===== src/rtl/mem_xbar_n.sv =====
// N-region data-memory crossbar: decodes one upstream request against base/limit
// windows, forwards it to a variable-latency target, returns one response.
// Optional watchdog enabled by defining MEM_XBAR_TIMEOUT_EN.
module mem_xbar_n #(
    parameter int NREG = 2,
    parameter int AW = 30,
    parameter int DW = 32,
    parameter logic [NREG*AW-1:0] REGION_BASE = '0,
    parameter logic [NREG*AW-1:0] REGION_LIMIT = '0,
    parameter int TIMEOUT = 255
) (
    input  logic                 clk,
    input  logic                 rst_n,
    input  logic                 i_req_valid,
    output logic                 o_req_ready,
    input  logic [AW-1:0]        i_addr,
    input  logic [DW-1:0]        i_data,
    input  logic                 i_wren,
    input  logic [DW/8-1:0]      i_mask,
    output logic                 o_rsp_valid,
    output logic [DW-1:0]        o_rsp_data,
    output logic                 o_rsp_err,
    output logic [NREG-1:0]      o_tgt_valid,
    output logic [AW-1:0]        o_tgt_addr,
    output logic [DW-1:0]        o_tgt_data,
    output logic                 o_tgt_wren,
    output logic [DW/8-1:0]      o_tgt_mask,
    input  logic [NREG-1:0]      i_tgt_ready,
    input  logic [NREG-1:0]      i_tgt_rvalid,
    input  logic [NREG*DW-1:0]   i_tgt_rdata
);
    localparam int MW = DW / 8;
    localparam int SW = (NREG > 1) ? $clog2(NREG) : 1;

    typedef enum logic [1:0] {IDLE, REQ, RDATA, RESP} state_t;

    state_t          state_q, state_d;
    logic [SW-1:0]   sel_q, sel_d;
    logic [NREG-1:0] tgt_valid_q, tgt_valid_d;
    logic [AW-1:0]   tgt_addr_q, tgt_addr_d;
    logic [DW-1:0]   tgt_data_q, tgt_data_d;
    logic            tgt_wren_q, tgt_wren_d;
    logic [MW-1:0]   tgt_mask_q, tgt_mask_d;
    logic            rsp_valid_q, rsp_valid_d;
    logic [DW-1:0]   rsp_data_q, rsp_data_d;
    logic            rsp_err_q, rsp_err_d;

    logic            hit;
    logic [SW-1:0]   hit_sel;
    logic [AW-1:0]   hit_base;
    logic            timeout;

    // Scan from the top so the lowest-index matching region is the last one written.
    always_comb begin
        hit      = 1'b0;
        hit_sel  = '0;
        hit_base = '0;
        for (int k = NREG - 1; k >= 0; k--) begin
            if (i_addr >= REGION_BASE[k*AW +: AW] && i_addr < REGION_LIMIT[k*AW +: AW]) begin
                hit      = 1'b1;
                hit_sel  = SW'(k);
                hit_base = REGION_BASE[k*AW +: AW];
            end
        end
    end

`ifdef MEM_XBAR_TIMEOUT_EN
    localparam int CW = ($clog2(TIMEOUT + 1) > 8) ? $clog2(TIMEOUT + 1) : 8;
    logic [CW-1:0] cnt_q, cnt_d;

    // Zero in the first REQ cycle, so the limit is reached after TIMEOUT busy cycles.
    assign cnt_d   = (state_q == REQ || state_q == RDATA) ? cnt_q + 1'b1 : '0;
    assign timeout = (cnt_q == CW'(TIMEOUT - 1));

    always_ff @(posedge clk or negedge rst_n) begin
        if (!rst_n) cnt_q <= '0;
        else        cnt_q <= cnt_d;
    end
`else
    assign timeout = 1'b0;
`endif

    always_comb begin
        state_d     = state_q;
        sel_d       = sel_q;
        tgt_valid_d = tgt_valid_q;
        tgt_addr_d  = tgt_addr_q;
        tgt_data_d  = tgt_data_q;
        tgt_wren_d  = tgt_wren_q;
        tgt_mask_d  = tgt_mask_q;
        rsp_valid_d = 1'b0;
        rsp_data_d  = rsp_data_q;
        rsp_err_d   = rsp_err_q;
        case (state_q)
            IDLE: begin
                if (i_req_valid) begin
                    if (hit) begin
                        sel_d       = hit_sel;
                        tgt_valid_d = NREG'(1) << hit_sel;
                        tgt_addr_d  = i_addr - hit_base;
                        tgt_data_d  = i_data;
                        tgt_wren_d  = i_wren;
                        tgt_mask_d  = i_mask;
                        state_d     = REQ;
                    end else begin
                        rsp_valid_d = 1'b1;
                        rsp_data_d  = '0;
                        rsp_err_d   = 1'b1;
                        state_d     = RESP;
                    end
                end
            end
            REQ: begin
                if (i_tgt_ready[sel_q]) begin
                    tgt_valid_d = '0;
                    if (tgt_wren_q) begin
                        rsp_valid_d = 1'b1;
                        rsp_data_d  = '0;
                        rsp_err_d   = 1'b0;
                        state_d     = RESP;
                    end else begin
                        state_d = RDATA;
                    end
                end else if (timeout) begin
                    tgt_valid_d = '0;
                    rsp_valid_d = 1'b1;
                    rsp_data_d  = '0;
                    rsp_err_d   = 1'b1;
                    state_d     = RESP;
                end
            end
            RDATA: begin
                if (i_tgt_rvalid[sel_q]) begin
                    rsp_valid_d = 1'b1;
                    rsp_data_d  = i_tgt_rdata[sel_q*DW +: DW];
                    rsp_err_d   = 1'b0;
                    state_d     = RESP;
                end else if (timeout) begin
                    rsp_valid_d = 1'b1;
                    rsp_data_d  = '0;
                    rsp_err_d   = 1'b1;
                    state_d     = RESP;
                end
            end
            default: state_d = IDLE;
        endcase
    end

    always_ff @(posedge clk or negedge rst_n) begin
        if (!rst_n) begin
            state_q     <= IDLE;
            sel_q       <= '0;
            tgt_valid_q <= '0;
            tgt_addr_q  <= '0;
            tgt_data_q  <= '0;
            tgt_wren_q  <= 1'b0;
            tgt_mask_q  <= '0;
            rsp_valid_q <= 1'b0;
            rsp_data_q  <= '0;
            rsp_err_q   <= 1'b0;
        end else begin
            state_q     <= state_d;
            sel_q       <= sel_d;
            tgt_valid_q <= tgt_valid_d;
            tgt_addr_q  <= tgt_addr_d;
            tgt_data_q  <= tgt_data_d;
            tgt_wren_q  <= tgt_wren_d;
            tgt_mask_q  <= tgt_mask_d;
            rsp_valid_q <= rsp_valid_d;
            rsp_data_q  <= rsp_data_d;
            rsp_err_q   <= rsp_err_d;
        end
    end

    assign o_req_ready = (state_q == IDLE);
    assign o_rsp_valid = rsp_valid_q;
    assign o_rsp_data  = rsp_data_q;
    assign o_rsp_err   = rsp_err_q;
    assign o_tgt_valid = tgt_valid_q;
    assign o_tgt_addr  = tgt_addr_q;
    assign o_tgt_data  = tgt_data_q;
    assign o_tgt_wren  = tgt_wren_q;
    assign o_tgt_mask  = tgt_mask_q;

endmodule


===== config.mk =====
export PLATFORM = sky130hd
export DESIGN_NAME = mem_xbar_n
export DESIGN_NICKNAME = d
export VERILOG_FILES = /design/src/rtl/mem_xbar_n.sv
export SDC_FILE = /design/constraint.sdc
export NUM_CORES = 1
export LEC_CHECK = 0
export ABC_CLOCK_PERIOD_IN_PS = 3400
export BUFFER_PORTS_ARGS = -buffer_cell sky130_fd_sc_hd__buf_4
export CORE_AREA = 2 2 94 96
export CTS_CLUSTER_DIAMETER = 60
export DETAILED_ROUTE_END_ITERATION = 10
export DIE_AREA = 0 0 96 98
export SETUP_SLACK_MARGIN = 0.1
export SYNTH_ARGS = -nofsm -noshare
export SYNTH_HDL_FRONTEND = slang
export SYNTH_SLANG_ARGS = --single-unit
export TNS_END_PERCENT = 50

===== constraint.sdc =====
create_clock -name clk -period 3.4 [get_ports clk]
set_input_delay 0.17 -clock clk [delete_from_list [all_inputs] [get_ports clk]]
set_output_delay 0.17 -clock clk [all_outputs]
set_load 0.005 [all_outputs]

==> flow_metrics.tcl, run 1 <==
set metrics [dict create \
    status "completed" \
    crit_path_top_delay_cell "sky130_fd_sc_hd__o21bai_2" \
    holdPathEnd "o_rsp_data[5]" \
    arrival_ns 2.40 \
    layout_min_cycle_time_ns 2.168 \
    cts_resized 0 \
    layout-drive-gt1-share_pct 28.57 \
    seqCellArea_um2 900.9 \
    multiInputGateArea_um2 869.6 \
    n_antenna_cell 0 \
    wire_length_of_the_first_global_routing_pass_mm 7.245 \
    gate_count_of_the_mapped_netlist 233 \
    setup-violations-final 0 \
    hold_path_startpoint "i_tgt_rdata[5]" \
    synth.ff_latch_count 36 \
    rsz_0062_raised_after_global_routing "false" \
    cts-buffers-inserted 5 \
    vias_in_the_first_global_route 1448 \
    dr.pass1.iters 3 \
    netlist_area_um2 2148 \
    fin_worst_skew_ns 0.01357 \
    synth_warnings 0 \
    cp_data_required_time_ns 3.63 \
    floorplan.die_area_um2 9408 \
    core_area_um2 8466 \
    cts-root-to-sink-buffers 2 \
    clkTransAtPathRegs_ns 0.08 \
    crit_fanout 25 \
    numClockSinks 36 \
    grt_start_max_net_pins 37 \
    placementRows 34 \
    worst_ir_drop_vdd_v 0.0003029 \
    ys_seq_area_share_pct 41.93 \
    criticalPathCategory "register to register" \
    syn2layout_area_growth_pct 20.73 \
    hp-class "primary input to register" \
    floorplan.initialDensity_pct 25.38 \
    drt-vias-per-instance 4.059 \
    worst_pin_slew_ns 0.7392 \
    floorplan.die.width_um 96 \
    p_leak_nw 1.412 \
    endpoint_kind "register" \
    cts_root_buffer "sky130_fd_sc_hd__clkbuf_8" \
    chain_of_cells_forming_the_critical_path "buf_4 -> o21bai_2 -> buf_4 -> nand2_1 -> nand2_1" \
    max_slew_margin_pct 50.69 \
    final_area_um2 2594 \
    detailedPlacementHpwl_mm 3.327 \
    grt_remaining_overflow 0 \
    cts_hold_repair.buffers 1 \
    reg2reg_from "state_q[1]" \
    wire_per_inst_um 11.77 \
    pin_count 242 \
    routed_wl_mm 4.815 \
    timing.fmax_mhz 461.2 \
    p_per_area_nw_per_um2 761.7 \
    drcViolationCount 0 \
    synthTopCellsByArea "sky130_fd_sc_hd__dfrtp_1 (42%), sky130_fd_sc_hd__buf_4 (24%), sky130_fd_sc_hd__a32oi_1 (13%), sky130_fd_sc_hd__nand2_1 (12%), sky130_fd_sc_hd__buf_2 (2.3%)" \
    max_stage_delay_ns 0.64 \
    post_dp_cell_area_um2 2476 \
    final.fill_count 913 \
    critical-path-top-delay-family "buffers and inverters" \
    detailroute.via_count 1660 \
    die_h_um 98 \
    clk_latency_ns 0.29 \
    start_kind "register" \
    routabilityCongestion 0.6848 \
    h-tree-depth 2 \
    cts_tree "built" \
    syn_area_per_cell_um2 9.220 \
    max-cap-violations 0 \
    yosys.area.top_type_share_pct 41.93 \
    post_route_fraction_of_the_period_consumed_by_the_critical_path_pct 63.78 \
    rr_endpoint "o_rsp_data[9]" \
    port_buffers 71 \
    yosys.area.top_type "sky130_fd_sc_hd__dfrtp_1" \
    final_max_slew_viol_count 0 \
    ant_nets 0 \
    layout.nets 438 \
    grt_antenna_before_repair 0 \
    timing.critical_path.buf_inv 2 \
    detailedRoute.firstIterationViolations 37 \
    ff2ff_path_depth 5 \
    cts_setup_buffers 0 \
    hold-path-cell-count 3 \
    finalSetupTns_ns 0 \
    r2r_setup_slack_ns 1.23 \
    ys_types 20 \
    final-hold-violation-count 0 \
    track_usage_pct 9.806 \
]
metal layers:
layer | wire length (um) | vias to the layer above | GRT usage, %
li1 | - | 781 | -
met1 | 2234 | 768 | 13.64
met2 | 1947 | 106 | 13.94
met3 | 608 | 5 | 4.552
met4 | 25 | 0 | 1.978
met5 | 0 | - | 0
cell type report:
cell class | instances | area share, %
Clock buffer | 6 | 2.798
Clock inverter | 2 | 1.351
Inverter | 2 | 0.2894
Multi-Input combinational cell | 179 | 33.53
Sequential cell | 36 | 34.73
Tap cell | 108 | 5.210
Timing Repair Buffer | 76 | 22.09
cells in the mapped netlist:
library cell               number
sky130_fd_sc_hd__buf_4         69
sky130_fd_sc_hd__a32oi_1       32
sky130_fd_sc_hd__a21oi_1        1
sky130_fd_sc_hd__buf_2         10
sky130_fd_sc_hd__nor2b_2        1
sky130_fd_sc_hd__nand3b_1       1
sky130_fd_sc_hd__inv_1          2
sky130_fd_sc_hd__buf_8          3
sky130_fd_sc_hd__o22ai_1        1
sky130_fd_sc_hd__mux2i_1        1
sky130_fd_sc_hd__and2b_2        1
sky130_fd_sc_hd__nor2b_1        1
sky130_fd_sc_hd__conb_1         1
sky130_fd_sc_hd__nor2_1         3
sky130_fd_sc_hd__clkbuf_1       1
sky130_fd_sc_hd__dfrtp_1       36
sky130_fd_sc_hd__buf_6          1
sky130_fd_sc_hd__o21bai_2       1
sky130_fd_sc_hd__o21ai_0        1
sky130_fd_sc_hd__nand2_1       66
report_power, final:
part / switching [mW] / internal [mW]
clock: 0.156 / 0.218
sequential: 0.168 / 0.608
combinational: 0.430 / 0.395
registers in the layout, summed over array words and instances, names as in the netlist:
register / count
state_q: 2
o_rsp_valid: 1
o_rsp_err: 1
o_rsp_data: 32
metrics by stage:
step	cells	utilization [%]	power [mW]	setup WS (ns)	hold slack [ns]
3_5_place_dp	400	29.25	1.625	1.218	0.1695
4_1_cts	409	30.64	2.009	1.206	0.1097
3_3_place_gp	400	29.25	1.602	1.265	0.1708
5_1_grt	409	30.64	2.150	1.049	0.1210
2_1_floorplan	301	-	1.276	2.295	-0.1256
6_report	409	30.64	1.976	1.232	0.1187
kinds of logic (layout without fill, tap and decap cells):
group,after synthesis,after routing,synth area share [%]
AO/OA/AOI/OAI,36,36,14.33
buffers and inverters,86,86,29.59
multiplexers,1,1,0.4659
flip-flops,36,36,41.93
other,1,69,0.1746
AND/OR/NAND/NOR,73,73,13.51
worst min-delay path: stages:
cell and delay, ns:
sky130_fd_sc_hd__buf_4 0.08, sky130_fd_sc_hd__a32oi_1 0.07, sky130_fd_sc_hd__nand2_1 0.06
cell usage in the layout (no fill, tap or decap), types with 2 or more instances in the layout:
cell	synthesis	final
sky130_fd_sc_hd__dfrtp_1	36	36
sky130_fd_sc_hd__nor2b_2	1	2
sky130_fd_sc_hd__buf_4	69	75
sky130_fd_sc_hd__nand2_1	66	66
sky130_fd_sc_hd__nor2_1	3	3
sky130_fd_sc_hd__inv_1	2	2
sky130_fd_sc_hd__conb_1	1	69
sky130_fd_sc_hd__a32oi_1	32	32
sky130_fd_sc_hd__clkbuf_8	0	5
worst max path at each step:
stage,slack [ns],cells after the start,endpoint,startpoint
CTS,1.21,5,o_rsp_data[9],state_q[1]
global route,1.05,5,o_rsp_data[2],state_q[1]
detailed placement,1.22,5,o_rsp_data[9],state_q[1]
global placement,1.26,5,o_rsp_data[12],state_q[1]
floorplan,2.29,5,o_rsp_data[0],state_q[1]
finish,1.23,5,o_rsp_data[9],state_q[1]
Note: power is estimated with default switching activity, not from simulation.
==> run 2: changes to the inputs <==
- ABC_AREA: default -> 1
- ABC_CLOCK_PERIOD_IN_PS: 3400 -> 2200
- CORE_AREA: 2 2 94 96 -> 2 2 95 97
- DIE_AREA: 0 0 96 98 -> 0 0 97 99
- clock period: 3.4 -> 2.2 ns (I/O delays scaled with it)
==> run 2 against run 1 <==
Final area increased by 4.5%. Synthesized area is 7.0% higher. Largest cell class is now multi-input gates. Register-to-register slack got worse by 0.61 ns. Setup slack worse by 0.61 ns. Power grew 61%. Core utilization increased by 1.1 points. Non-clock buffer count is 1 lower. Worst hold slack lost 0.051 ns. Clock skew down 0.0095 ns. Global-route usage increased by 1.0 points. Count of clock-buffer cells in the layout unchanged.
==> flow_metrics.tcl, run 2 <==
set metrics [dict create \
    status "completed" \
    layout.cells.most_common_list "sky130_fd_sc_hd__buf_4 (74), sky130_fd_sc_hd__conb_1 (69), sky130_fd_sc_hd__nand2_1 (43)" \
    cts_root_buffer "sky130_fd_sc_hd__clkbuf_8" \
    holdPathEnd "o_rsp_data[8]" \
    netlist_area_um2 2298 \
    h-tree-depth 2 \
    vias_in_the_first_global_route 1586 \
    r2r_setup_slack_ns 0.63 \
    cts-buffers-inserted 5 \
    chain_of_cells_forming_the_critical_path "nand3_4 -> nand2_2 -> nand2_1 -> nand2_1" \
    post_route_fraction_of_the_period_consumed_by_the_critical_path_pct 71.56 \
    max-cap-violations 0 \
    port_buffers 71 \
    drcViolationCount 0 \
    finalSetupTns_ns 0 \
    syn2layout_area_growth_pct 17.96 \
    yosys.area.top_type_share_pct 39.19 \
    ys_types 18 \
    cell_count_after_placement 410 \
    floorplan.die.width_um 97 \
    criticalPathCategory "register to register" \
    instances_no_fill 419 \
    hold-path-cell-count 3 \
    cts_tree "built" \
    synthTopCellsByArea "sky130_fd_sc_hd__dfrtp_1 (39%), sky130_fd_sc_hd__buf_4 (23%), sky130_fd_sc_hd__nand3_2 (12%), sky130_fd_sc_hd__nand4_1 (7.3%), sky130_fd_sc_hd__nand2_1 (7.0%)" \
    dr.pass1.iters 4 \
    final-hold-violation-count 0 \
    detailedRoute.firstIterationViolations 37 \
    arrival_ns 1.80 \
    placementRows 34 \
    die_h_um 99 \
    worst_ir_drop_vdd_v 0.0005204 \
    wire_per_inst_um 12.59 \
    detailedPlacementHpwl_mm 3.608 \
    cp_data_required_time_ns 2.42 \
    largest_register_ff_count 32 \
    pin_count 242 \
    timing.fmax_mhz 635.2 \
    final_max_slew_viol_count 0 \
    fin_worst_skew_ns 0.004083 \
    syn_area_per_cell_um2 9.381 \
    max_slew_margin_pct 57.40 \
    numClockSinks 36 \
    endpoint_kind "register" \
    cts-root-to-sink-buffers 2 \
    core_area_um2 8551 \
    layout.cells.most_common "sky130_fd_sc_hd__buf_4" \
    setup-violations-final 0 \
    floorplan.initialDensity_pct 26.88 \
    synthTopCellsByCount "sky130_fd_sc_hd__buf_4 (71), sky130_fd_sc_hd__nand2_1 (43), sky130_fd_sc_hd__dfrtp_1 (36), sky130_fd_sc_hd__nand3_2 (28), sky130_fd_sc_hd__nand4_1 (27)" \
    cell_repeated_most_along_the_worst_path "sky130_fd_sc_hd__nand2_1" \
    grt_remaining_overflow 0 \
    worst_pin_slew_ns 0.6390 \
    rsz_0062_raised_after_global_routing "false" \
    synth.ff_latch_count 36 \
    p_per_area_nw_per_um2 1171 \
    layout.nets 448 \
    max_stage_delay_ns 0.54 \
    clk_latency_ns 0.29 \
    grt_start_max_net_pins 37 \
    rr_endpoint "o_rsp_data[31]" \
    ys_seq_area_share_pct 39.19 \
    detailroute.via_count 1720 \
    drt-vias-per-instance 4.105 \
    clkTransAtPathRegs_ns 0.08 \
    floorplan.die_area_um2 9603 \
    grt_antenna_before_repair 0 \
    track_usage_pct 10.82 \
    postSynth.asyncResetShare_pct 100.0 \
    wire_length_of_the_first_global_routing_pass_mm 8.266 \
    n_antenna_cell 0 \
    reg2reg_from "state_q[1]" \
    place_ws_ns 0.6254 \
    crit_path_top_delay_cell "sky130_fd_sc_hd__nand3_4" \
    hold_path_startpoint "i_tgt_rdata[8]" \
    start_kind "register" \
    ant_nets 0 \
    p_leak_nw 1.512 \
    synth_warnings 0 \
    gate_count_of_the_mapped_netlist 245 \
    postSynth.topFlopCell "sky130_fd_sc_hd__dfrtp_1" \
    layout-drive-gt1-share_pct 36.66 \
    synth_edf_count 0 \
    yosys.area.top_type "sky130_fd_sc_hd__dfrtp_1" \
    routed_wl_mm 5.276 \
    utilization_pct 31.71 \
    crit_fanout 35 \
    hp-class "primary input to register" \
    final_critical_path_setup_slack_ns 0.6257 \
    layout_min_cycle_time_ns 1.574 \
    worst_hold_slack_ns 0.06820 \
    yosysMostFrequentCell "sky130_fd_sc_hd__buf_4" \
    routabilityCongestion 0.7280 \
    ff2ff_path_depth 4 \
]
run 2: cell count changes in the layout (fill, tap and decap cells not counted), sizes merged, moves of 2 or more:
cell,change
nand3,+34
a32oi,-32
nand4,+27
nand2,-21
inv,+7
nor2,+4
nor2b,-2
run 2: cell type report:
type | instances | area [um^2]
Clock buffer | 6 | 72.57
Clock inverter | 2 | 35.03
Fill cell | 904 | 5839
Inverter | 9 | 33.78
Multi-Input combinational cell | 183 | 968.4
Sequential cell | 36 | 900.9
Tap cell | 108 | 135.1
Timing Repair Buffer | 75 | 565.5
run 2: how the worst max path moves through the flow:
stage | startpoint | end | cells after the start
3_5_place_dp | state_q[0] | o_rsp_data[25] | 5
3_3_place_gp | state_q[0] | o_rsp_data[25] | 5
5_1_grt | state_q[1] | o_rsp_data[25] | 4
2_1_floorplan | state_q[1] | o_rsp_data[27] | 6
6_report | state_q[1] | o_rsp_data[31] | 4
4_1_cts | state_q[0] | o_rsp_data[25] | 5
run 2: critical path, delay by kind of cell (launching register included):
| family | cells | cell delay [ns] |
|---|---|---|
| flops | 1 | 0.47 |
| simple gates | 4 | 1.03 |
run 2: logic make-up (layout without fill, tap and decap cells):
group           after synthesis  after routing  synth area share [%]
flops                        36             36                 39.19
simple gates                113            113                 30.65
other cells                   1             69                0.1632
compound gates                1              1                0.2175
buf+inv                      94             92                 29.78
run 2: metrics by stage:
| stage | power, mW | instance area [um^2] |
|---|---|---|
| after CTS | 3.235 | 2711 |
| after global placement | 2.596 | 2594 |
| after floorplan | 2.108 | 2554 |
| final | 3.174 | 2711 |
| after global routing | 3.445 | 2711 |
| after detailed placement | 2.628 | 2594 |
run 2: report_power, final:
part | leakage (nW) | internal, mW | switching (mW)
logic | 0.997 | 0.660 | 0.758
registers | 0.459 | 0.950 | 0.225
clock network | 0.0552 | 0.337 | 0.245
total | 1.51 | 1.95 | 1.23
run 2: what timing repair did:
action	CTS	global route
setup buffers	0	0
hold buffers	1	0
endpoints found under the hold margin	36	0
resized for setup	0	0
run 2: routing by layer:
| layer | GRT usage, % | share of wire, % | wire length [um] |
|---|---|---|---|
| met1 | 14.34 | 43 | 2281 |
| met2 | 16.67 | 44 | 2320 |
| met3 | 3.404 | 11 | 594 |
| met4 | 3.900 | 1.5 | 79 |
| met5 | 0 | 0 | 0 |
==> run 3: changes to the inputs <==
- ABC_CLOCK_PERIOD_IN_PS: 2200 -> 1300
- CORE_AREA: 2 2 95 97 -> default
- CORE_ASPECT_RATIO: default -> 0.6
- CORE_MARGIN: default -> 2
- CORE_UTILIZATION: default -> 32
- DIE_AREA: 0 0 97 99 -> default
- PLACE_DENSITY: default -> 0.78
- clock period: 2.2 -> 1.3 ns (I/O delays scaled with it)
==> run 3 against run 2 <==
Final area up 7.5%. Core utilization up 11 points. Sequential cell count did not move. Cell count fell by 2.1%. Non-clock buffer count up 12. Setup slack worse by 0.51 ns. Critical path depth grew 2. Largest cell class unchanged. Highest routed layer unchanged.
==> flow_metrics.tcl, run 3 (synthesis results as in run 2) <==
set metrics [dict create \
    rsz_0062_raised_after_global_routing "true" \
    n_antenna_cell 0 \
    detailedPlacementHpwl_mm 3.774 \
    pin_count 242 \
    crit_fanout 16 \
    grt_antenna_before_repair 0 \
    r2r_setup_slack_ns 0.12 \
    placementRows 23 \
    dr.pass1.iters 4 \
    cts_tree "built" \
    layout.nets 460 \
    layout-drive-gt1-share_pct 39.94 \
    final.fill_count 679 \
    cts_root_buffer "sky130_fd_sc_hd__clkbuf_16" \
    ant_nets 0 \
    start_kind "register" \
    die_h_um 69.65 \
    grt_start_max_net_pins 37 \
    drcViolationCount 0 \
    detailedRoute.firstIterationViolations 78 \
    core_area_um2 6820 \
    p_leak_nw 1.627 \
    max-cap-violations 0 \
    arrival_ns 1.34 \
    port_buffers 71 \
    routed_wl_mm 5.090 \
    routabilityCongestion 0.7399 \
    wire_per_inst_um 12.41 \
    h-tree-depth 2 \
    floorplan.die_area_um2 7898 \
    vias_in_the_first_global_route 1559 \
    criticalPathCategory "register to register" \
    p_per_area_nw_per_um2 2112 \
    fin_worst_skew_ns 0.004624 \
    clk_latency_ns 0.27 \
    finalSetupTns_ns 0 \
    hp-class "primary input to register" \
    setup-violations-final 0 \
    post_route_fraction_of_the_period_consumed_by_the_critical_path_pct 91.10 \
    layout.cells.most_common_list "sky130_fd_sc_hd__buf_4 (80), sky130_fd_sc_hd__conb_1 (69), sky130_fd_sc_hd__nand2_1 (42)" \
    status "completed" \
    drt-vias-per-instance 4.178 \
    final-hold-violation-count 0 \
    timing.fmax_mhz 844.4 \
    rr_endpoint "o_rsp_data[1]" \
    clkTransAtPathRegs_ns 0.06 \
    grt_remaining_overflow 0 \
    numClockSinks 36 \
    track_usage_pct 12.56 \
    cts-root-to-sink-buffers 2 \
    reg2reg_from "state_q[0]" \
    cell_count_after_placement 397 \
    cp_data_required_time_ns 1.46 \
    layout.cells.most_common "sky130_fd_sc_hd__buf_4" \
    cts-buffers-inserted 5 \
    endpoint_kind "register" \
    largest_register_ff_count 32 \
    worst_hold_slack_ns 0.03922 \
    worst_setup_path_endpoint "o_rsp_data[1]" \
    instances_no_fill 410 \
    floorplan.initialDensity_pct 33.70 \
    setup.worst_path.start "state_q[0]" \
    wire_length_of_the_first_global_routing_pass_mm 7.907 \
    ff2ff_path_depth 6 \
    worst_ir_drop_vdd_v 0.0008250 \
    syn2layout_area_growth_pct 26.84 \
    final_max_slew_viol_count 0 \
    detailroute.via_count 1713 \
    layout_min_cycle_time_ns 1.184 \
    floorplan.die.width_um 113.4 \
]
## run 3: worst min-delay path by stage
stage                          from              to  slack [ns]  depth (start not counted)
floorplan                     rst_n   o_rsp_data[0]       -0.23                          0
global placement              rst_n  o_rsp_data[16]        0.06                          1
detailed placement            rst_n  o_rsp_data[19]        0.06                          1
CTS                 i_tgt_rdata[10]  o_rsp_data[10]        0.03                          3
global route         i_tgt_rdata[5]   o_rsp_data[5]        0.04                          3
finish               i_tgt_rdata[5]   o_rsp_data[5]        0.04                          3
## run 3: layout make-up
cell class / count / area [um^2] / share of cell area [%]
timing repair buffer: 87 / 716.9 / 24.59
sequential: 36 / 902.1 / 30.94
inverter: 9 / 33.78 / 1.159
clock buffer: 7 / 152.6 / 5.236
multi-input combinational: 183 / 970.9 / 33.30
tap: 87 / 108.9 / 3.734
clock inverter: 1 / 30.03 / 1.030
## run 3: where the power goes
part,leakage [nW],total [mW],internal [mW],switching (mW)
Sequential,0.458,1.99,1.61,0.371
Combinational,1.08,2.71,1.38,1.33
Clock,0.0901,1.46,1.01,0.448
## run 3: timing repair
| action | 4_1_cts | 5_1_grt |
|---|---|---|
| hold buffers | 1 | 0 |
| setup endpoints to repair | 33 | 29 |
| pin swaps | 0 | 2 |
| setup buffers | 0 | 4 |
| gates resized for setup | 1 | 4 |
| hold endpoints to repair | 36 | 0 |
| gates cloned | 0 | 0 |
## run 3: metal layers
layer | GRT usage (%) | vias up | share of wire [%]
met5 | 0 | - | 0
met4 | 2.304 | 0 | 0.079
met3 | 4.371 | 2 | 8.8
met2 | 20.16 | 94 | 46
met1 | 16.56 | 800 | 45
li1 | - | 817 | -
## run 3: per-stage QoR
step	util [%]	area, um^2	power [mW]	setup WS [ns]
2_1_floorplan	-	2554	3.568	0.2190
3_3_place_gp	39.26	2678	4.581	0.03128
3_5_place_dp	39.26	2678	4.661	0.01737
4_1_cts	42.10	2872	6.153	0.09692
5_1_grt	42.74	2915	6.587	0.06088
6_report	42.74	2915	6.156	0.1157
## run 3: critical path, cell delays in order, from the launching register on
cell                      delay, ns
sky130_fd_sc_hd__dfrtp_1       0.40
sky130_fd_sc_hd__buf_6         0.13
sky130_fd_sc_hd__nor2_4        0.12
sky130_fd_sc_hd__nand2_4       0.12
sky130_fd_sc_hd__buf_12        0.18
sky130_fd_sc_hd__nand3_2       0.06
sky130_fd_sc_hd__nand2_1       0.05
